<file path="src/rtl/mult_div_unit.sv">
// rtl/mult_div_unit.sv - iterative mult/div unit with HI/LO registers (shift-add, restoring divide)
// Optional signed mult/div selected by op[2] when MULDIV_SIGNED_EN is defined.
module mult_div_unit #(
  parameter int N = 32
) (
  input  logic         clock,
  input  logic         reset,
  input  logic         start,
  input  logic [2:0]   op,
  input  logic [N-1:0] inA,
  input  logic [N-1:0] inB,
  output logic         busy,
  output logic         done,
  output logic         div_by_zero,
  output logic [N-1:0] hi,
  output logic [N-1:0] lo
);

  localparam int CW = $clog2(N);

  typedef enum logic [1:0] {IDLE, MULT, DIV, FINISH} state_t;

  state_t         state;
  logic [CW-1:0]  cnt;
  logic [N-1:0]   opnd;
  logic [N-1:0]   acc_hi;
  logic [N-1:0]   acc_lo;
  logic           is_div;
  logic           dz_pend;

  logic [N-1:0]   mag_a;
  logic [N-1:0]   mag_b;
  logic [N:0]     mul_sum;
  logic [N:0]     rem_sh;
  logic [N:0]     rem_diff;
  logic [2*N-1:0] prod_fix;
  logic [N-1:0]   quo_fix;
  logic [N-1:0]   rem_fix;

`ifdef MULDIV_SIGNED_EN
  logic sign_a;
  logic sign_b;
  logic neg_q;
  logic neg_r;

  assign sign_a = op[2] & inA[N-1];
  assign sign_b = op[2] & inB[N-1];
  assign mag_a  = sign_a ? -inA : inA;
  assign mag_b  = sign_b ? -inB : inB;

  // neg_q flips the product for mult and the quotient for div; remainder follows the dividend
  assign prod_fix = neg_q ? -{acc_hi, acc_lo} : {acc_hi, acc_lo};
  assign quo_fix  = neg_q ? -acc_lo : acc_lo;
  assign rem_fix  = neg_r ? -acc_hi : acc_hi;
`else
  logic unused_op_sign;

  assign unused_op_sign = op[2];
  assign mag_a    = inA;
  assign mag_b    = inB;
  assign prod_fix = {acc_hi, acc_lo};
  assign quo_fix  = acc_lo;
  assign rem_fix  = acc_hi;
`endif

  // Multiply: acc_hi:acc_lo holds partial product above the not-yet-consumed multiplier bits
  assign mul_sum  = {1'b0, acc_hi} + {1'b0, (acc_lo[0] ? opnd : {N{1'b0}})};
  // Divide: acc_hi is the running remainder, acc_lo shifts dividend out and quotient in
  assign rem_sh   = {acc_hi, acc_lo[N-1]};
  assign rem_diff = rem_sh - {1'b0, opnd};

  always_ff @(posedge clock or posedge reset) begin
    if (reset) begin
      state       <= IDLE;
      cnt         <= '0;
      opnd        <= '0;
      acc_hi      <= '0;
      acc_lo      <= '0;
      is_div      <= 1'b0;
      dz_pend     <= 1'b0;
      busy        <= 1'b0;
      done        <= 1'b0;
      div_by_zero <= 1'b0;
      hi          <= '0;
      lo          <= '0;
`ifdef MULDIV_SIGNED_EN
      neg_q       <= 1'b0;
      neg_r       <= 1'b0;
`endif
    end else begin
      case (state)
        IDLE: begin
          done <= 1'b0;
          if (start) begin
            div_by_zero <= 1'b0;
            cnt         <= '0;
            dz_pend     <= 1'b0;
`ifdef MULDIV_SIGNED_EN
            neg_q       <= sign_a ^ sign_b;
            neg_r       <= sign_a;
`endif
            case (op[1:0])
              2'b00: begin
                opnd   <= mag_a;
                acc_hi <= '0;
                acc_lo <= mag_b;
                is_div <= 1'b0;
                busy   <= 1'b1;
                state  <= MULT;
              end
              2'b01: begin
                is_div <= 1'b1;
                busy   <= 1'b1;
                if (inB == '0) begin
                  // Raw dividend and all-ones quotient bypass sign correction
                  acc_hi  <= inA;
                  acc_lo  <= '1;
                  dz_pend <= 1'b1;
`ifdef MULDIV_SIGNED_EN
                  neg_q   <= 1'b0;
                  neg_r   <= 1'b0;
`endif
                  state   <= FINISH;
                end else begin
                  opnd   <= mag_b;
                  acc_hi <= '0;
                  acc_lo <= mag_a;
                  state  <= DIV;
                end
              end
              2'b10:   hi <= inA;
              default: lo <= inA;
            endcase
          end
        end
        MULT: begin
          acc_hi <= mul_sum[N:1];
          acc_lo <= {mul_sum[0], acc_lo[N-1:1]};
          cnt    <= cnt + 1'b1;
          if (cnt == CW'(N - 1)) state <= FINISH;
        end
        DIV: begin
          if (!rem_diff[N]) begin
            acc_hi <= rem_diff[N-1:0];
            acc_lo <= {acc_lo[N-2:0], 1'b1};
          end else begin
            acc_hi <= rem_sh[N-1:0];
            acc_lo <= {acc_lo[N-2:0], 1'b0};
          end
          cnt <= cnt + 1'b1;
          if (cnt == CW'(N - 1)) state <= FINISH;
        end
        default: begin
          hi          <= is_div ? rem_fix : prod_fix[2*N-1:N];
          lo          <= is_div ? quo_fix : prod_fix[N-1:0];
          div_by_zero <= dz_pend;
          done        <= 1'b1;
          busy        <= 1'b0;
          state       <= IDLE;
        end
      endcase
    end
  end

endmodule

</file>
<file path="config.mk">
export PLATFORM = sky130hd
export DESIGN_NAME = mult_div_unit
export DESIGN_NICKNAME = d
export VERILOG_FILES = /design/src/rtl/mult_div_unit.sv
export SDC_FILE = /design/constraint.sdc
export NUM_CORES = 1
export LEC_CHECK = 0
export BUFFER_PORTS_ARGS = -buffer_cell sky130_fd_sc_hd__buf_2
export CORE_ASPECT_RATIO = 1.2
export CORE_UTILIZATION = 50
export DETAILED_ROUTE_END_ITERATION = 8
export PLACE_DENSITY = 0.72
export REMOVE_ABC_BUFFERS = 1
export SLEW_MARGIN = 10
export SYNTH_ARGS = -nofsm -noshare
export SYNTH_HDL_FRONTEND = slang
export SYNTH_SLANG_ARGS = --single-unit
</file>
<file path="constraint.sdc">
create_clock -name clock -period 4.7 [get_ports clock]
set_input_delay 0 -clock clock [delete_from_list [all_inputs] [get_ports clock]]
set_output_delay 0 -clock clock [all_outputs]
set_load 0.005 [all_outputs]
</file>
### Yosys cells after proc, flatten, opt, wreduce, memory -nomap -nowiden

Index checks and enable logic that the tools add are counted.

| word-level totals | value |
|---|---|
| bits in registers | 171 |
| output and inout port bits | 67 |
| word-level logic and storage cells | 79 |

| operators by class | value |
|---|---|
| $add $sub $neg | 3 |
| equal/unequal tests | 12 |
| multiplexer cells | 34 |
| bitwise operators | 1 |
| reductions and logical operators | 18 |

Operators with widths:

| kind | count |
|---|---|
| two-way mux 32 bit | 11 |
| one-hot mux 32 bit (2 select lines) | 5 |
| one-hot mux 32 bit (3 select lines) | 2 |
| adder 32 x 32 -> 33 bit | 1 |
| subtractor 33 x 32 -> 33 bit | 1 |
| zero test 32 bit | 1 |
| AND reduction 3 bit | 5 |
| one-hot mux 5 bit (2 select lines) | 1 |
| inequality test 2 bit (second input constant) | 4 |
| one-hot mux 2 bit (2 select lines) | 2 |
| two-way mux 1 bit | 7 |
| one-hot mux 1 bit (2 select lines) | 3 |
| AND reduction 2 bit | 3 |
| adder 5 x 1 -> 5 bit (second input constant) | 1 |
| == test 5 bit (second input constant) | 1 |
| two-way mux 5 bit | 1 |
| == test 2 x 1 -> 1 bit (second input constant) | 2 |
| == test 2 bit (second input constant) | 2 |
| zero test 2 bit | 2 |
| two-way mux 2 bit | 2 |
| inequality test 2 x 1 -> 1 bit (second input constant) | 2 |
| AND reduction 4 bit | 1 |
| nonzero test 2 bit | 2 |
| OR reduction 2 bit | 2 |
| 4 further kinds | 4 |

### Logic depth before layout (Yosys ltp)

| logic depth | value |
|---|---|
| word-level depth | 5 |
| mapped depth | 15 |
| mapped depth without buffers | 13 |

### Worst setup path after synthesis

OpenSTA, ideal clock, no wires.

| timing | value |
|---|---|
| path kind | flip-flop to flip-flop |
| from | register acc_lo[0] |
| to | register acc_hi[28] |
| library setup time | 129 ps |
| arrival | 3,272 ps |
| required time | 4,571 ps |
| path slack | 1,299 ps |
| stages on the path, launching flop included | 13 |
| buffers on the path | 1 |
| clock period less this slack | 3,401 ps |
| path through | dfrtp_1 clkbuf_1 and2_1 ha_1 nand2_1 o31a_1 or4_1 a31o_2 o31a_1 o21a_1 o2111a_1 a211oi_1 a21oi_1 |

| between the ends | value |
|---|---|
| word-level cells in the longest chain between the ends | 3 |

Ends and longest elaborated chain:

| item | RTL line | text |
|---|---|---|
| from (decl) | 27 | `logic [N-1:0] acc_lo;` |
| from (signal assigned) | 106 | `acc_lo <= mag_b;` |
| from (signal assigned) | 127 | `acc_lo <= mag_a;` |
| from (signal assigned) | 138 | `acc_lo <= {mul_sum[0], acc_lo[N-1:1]};` |
| two-way mux 32 bit | 67 | `assign mul_sum = {1'b0, acc_hi} + {1'b0, (acc_lo[0] ? opnd : {N{1'b0}})};` |
| adder 32 x 32 -> 33 bit | 67 |  |
| one-hot mux 32 bit (3 select lines) | 91 | `case (state)` |
| to (signal assigned) | 116 | `acc_hi <= inA;` |
| to (signal assigned) | 137 | `acc_hi <= mul_sum[N:1];` |
| to (signal assigned) | 144 | `acc_hi <= rem_diff[N-1:0];` |
| to (decl) | 26 | `logic [N-1:0] acc_hi;` |

No other way between the ends.
A chain may end at the register's enable or synchronous reset.

### Worst setup path in the final report

| timing | value |
|---|---|
| from | register acc_lo[31] |
| to | register acc_hi[15] |

| between the ends | value |
|---|---|
| word-level cells in the longest chain between the ends | 3 |

Ends and longest elaborated chain:

| item | RTL line | text |
|---|---|---|
| subtractor 33 x 32 -> 33 bit | 70 | `assign rem_diff = rem_sh - {1'b0, opnd};` |
| two-way mux 32 bit | 143 | `if (!rem_diff[N]) begin` |
| one-hot mux 32 bit (3 select lines) | 91 |  |
| to (signal assigned) | 137 |  |
| to (signal assigned) | 144 |  |
| to (signal assigned) | 147 | `acc_hi <= rem_sh[N-1:0];` |

No other way between the ends.

==> metrics.txt <==
met1 usage=44.4%; Tcrit/Tclk final=86.6%; Hold WS=173 ps; GRT Util Overall=32.6%; 1st-iter DRT viols=1022; CP max FO=17; relative slew slack=23.7%; number of flops mapped to enable cells by yosys=0; met2 Track Usage GR=50.6%; slew of the pin with the lowest slew margin=1140 ps; first-pass GRT wire length=66.7 mm; die area=26000 um^2; CTS tree=yes; CP Depth=14; Power Total=12.8 mW; Hold WC Path Type=in -> reg; Setup-failing EPs final=0; number of global-route vias before repair=12600; CP Data Arrival Time=4420 ps; post-layout net count=1866; Mapped Area=12700 um^2; Post-Syn Area per Cell=8.11 um^2; largest net degree at the start of global routing=91; # rows=63; Most Crowded Layer GR=met2; DRT Pass-1 Iters=5; Ys Warns=0; prevailing post-synth register cell=dfrtp_1; crit path from=acc_lo[31]; Non-Filler Instances=2063; VDD IR max=0.000579 V; CTS root buffer=clkbuf_16; Initial Util=51.1%; Final Critical Period=4070 ps; IO Pins=137; post-synth top area share=33.8%; layout cells sized above 1=12.1%; GR Overflow Total=0; Layout Skew=10.2 ps; clk sink count=171; synthesized flop and latch total=171; Buf/Inv on CP=3; clock latency on the worst-skew pair=450 ps; max-cap viol count=0; CP delay by family, top=compound AO/OA/AOI/OAI gates; Die Y=176 um; Post-Place Setup Slack=683 ps; Mapped Cells=1561; initial antenna violation count=1; WS Path Type=reg -> reg; WL/cell=20.3 um; Fin. Hold Viols=0; detailed placement HPWL=28.6 mm; Chip Width=147 um; cell depth of the worst flop-to-flop path=14; post-synth cell types=60; dpl cell area=13600 um^2; LEAKAGE=6.95 nW; Num CTS Buffers=17; placed insts=1946; area grow syn2layout=18.9%; CP dominant cell by count=inv_1; CP Launch Type=register; post-CTS setup buffer count=0; setup slack, reg-to-reg=630 ps; power per cell area=852 nW/um^2; Area contributors post-synth=dfrtp_1, mux2i_1, a21oi_1; Worst path max stage delay=470 ps; Worst R2R End=acc_hi[15]; setup ws final=628 ps; asr flop ratio synth=100%; WP data required=5050 ps; H-tree level count=4; launching point of the worst reg2reg path=acc_lo[31]; slowest CP cell=or3_1; Worst-path clk slew=70 ps; Setup crit end=acc_hi[15]; unrepaired setup endpoints after global routing=no; met3 Track Usage GR=6.02%; Vias/cell=6.21; register area share after synthesis=33.8%; DR vias=12800; area leader, netlist=dfrtp_1; DRC viols=0; Worst setup EP type=register; fmax=246 MHz; Core ar.=24800 um^2; CP Cell Sequence=inv_1, ha_1, inv_1, fa_1, a211oi_1, o211ai_1, a211oi_2, nor3_1, and4b_1, or3_1, buf_4, a21boi_0, o21ai_0, a221oi_1; Final Max Tran Viols=0; detailed-route wire length=41.8 mm; Placer Congestion=0.926; design area=15000 um^2; deepest clock path buffer count=2; Port-buffer cells=135; Final ANT Viol Nets=0; status=finished clean
[how the worst min path moves through the flow]
stage,start,cells after the start,endpoint,slack (ps)
floorplan,inA[2],2,acc_hi[2],140
global placement,reset,2,lo[9],220
detailed placement,reset,2,lo[9],230
CTS,op[1],5,busy,130
global route,op[1],5,busy,210
finish,op[1],4,state[1],170
[per-stage QoR]
step           util (%)  TNS, ps
6_report           60.8        0
5_1_grt            60.8        0
4_1_cts            60.8        0
3_5_place_dp       55.0        0
3_3_place_gp       55.0        0
2_1_floorplan         -   -93050
[repair_timing]
action                                  in CTS  in global routing
resized for setup                            0                  0
hold buffers                                84                  0
hold endpoints to repair                   225                  0
endpoints found under the setup margin       0                  0
[layout make-up]
cell class              instances  area, um^2
clock inverters                 9         111
repair buffers                245        1710
diodes                          1        2.50
multi-input cells            1232        7840
flip-flops and latches        171        4280
clock buffers                  23         478
fillers                      2245        9700
well taps                     325         407
inverters                      57         219
[synth_stat cells, types with 21 or more instances]
master and n:
a21oi_1 196, dfrtp_1 171, o21ai_0 155, nand2_1 154, nor2_1 150, mux2i_1 101, clkbuf_1 94, ha_1 70
inv_1 56, a221oi_1 53, and2_1 37, a21o_1 34, xnor2_1 33, nor3_1 26, a31oi_1 21
[registers in the layout, summed over array words and instances, names as in the netlist]
register,flops
cnt,5
hi,32
state,2
opnd,32
acc_hi,32
acc_lo,32
lo,32
done,1
dz_pend,1
busy,1
div_by_zero,1
[kinds of logic (layout without fill, tap and decap cells)]
kind of cell    Yosys count  count (layout)  synth area share, %
compound gates          550             550                 26.4
simple gates            457             457                 16.2
flops                   171             171                 33.8
buf+inv                 158             334                 4.70
mux                     103             103                 8.17
fa+ha+maj                72              72                 7.24
xor+xnor                 50              50                 3.46
other cells               0               1                    0
[report_power, final]
group          switching [mW]  total, mW  internal (mW)
Combinational            5.03       8.38           3.36
Sequential              0.743       2.97           2.23
Clock                   0.645       1.47          0.828
Total                    6.41       12.8           6.41
[layer usage]
| metal | share of wire (%) | wire length, um |
|---|---|---|
| met1 | 42 | 17700 |
| met2 | 46 | 19100 |
| met3 | 8.7 | 3640 |
| met4 | 3.3 | 1380 |
| met5 | 0 | 0 |
[cell usage in the layout, fill, tap and decap left out, types with 55 or more instances in the layout]
cell type / netlist / routed
a21oi_1: 196 / 193
buf_2: 1 / 135
nand2_1: 154 / 154
dfrtp_1: 171 / 171
o21ai_0: 155 / 155
nor2_1: 150 / 150
dlygate4sd3_1: 0 / 84
inv_1: 56 / 55
mux2i_1: 101 / 101
ha_1: 70 / 67
[worst register-to-register path, delay by kind of cell (launching register included)]
kind                       cells  cell delay [ps]
AOI/OAI and AO/OA              6             1600
and+or+nand+nor                3              850
DFF                            1              450
buffers and inverters          3              460
adders and majority gates      2              610
Power figures use the tool's default switching activity.
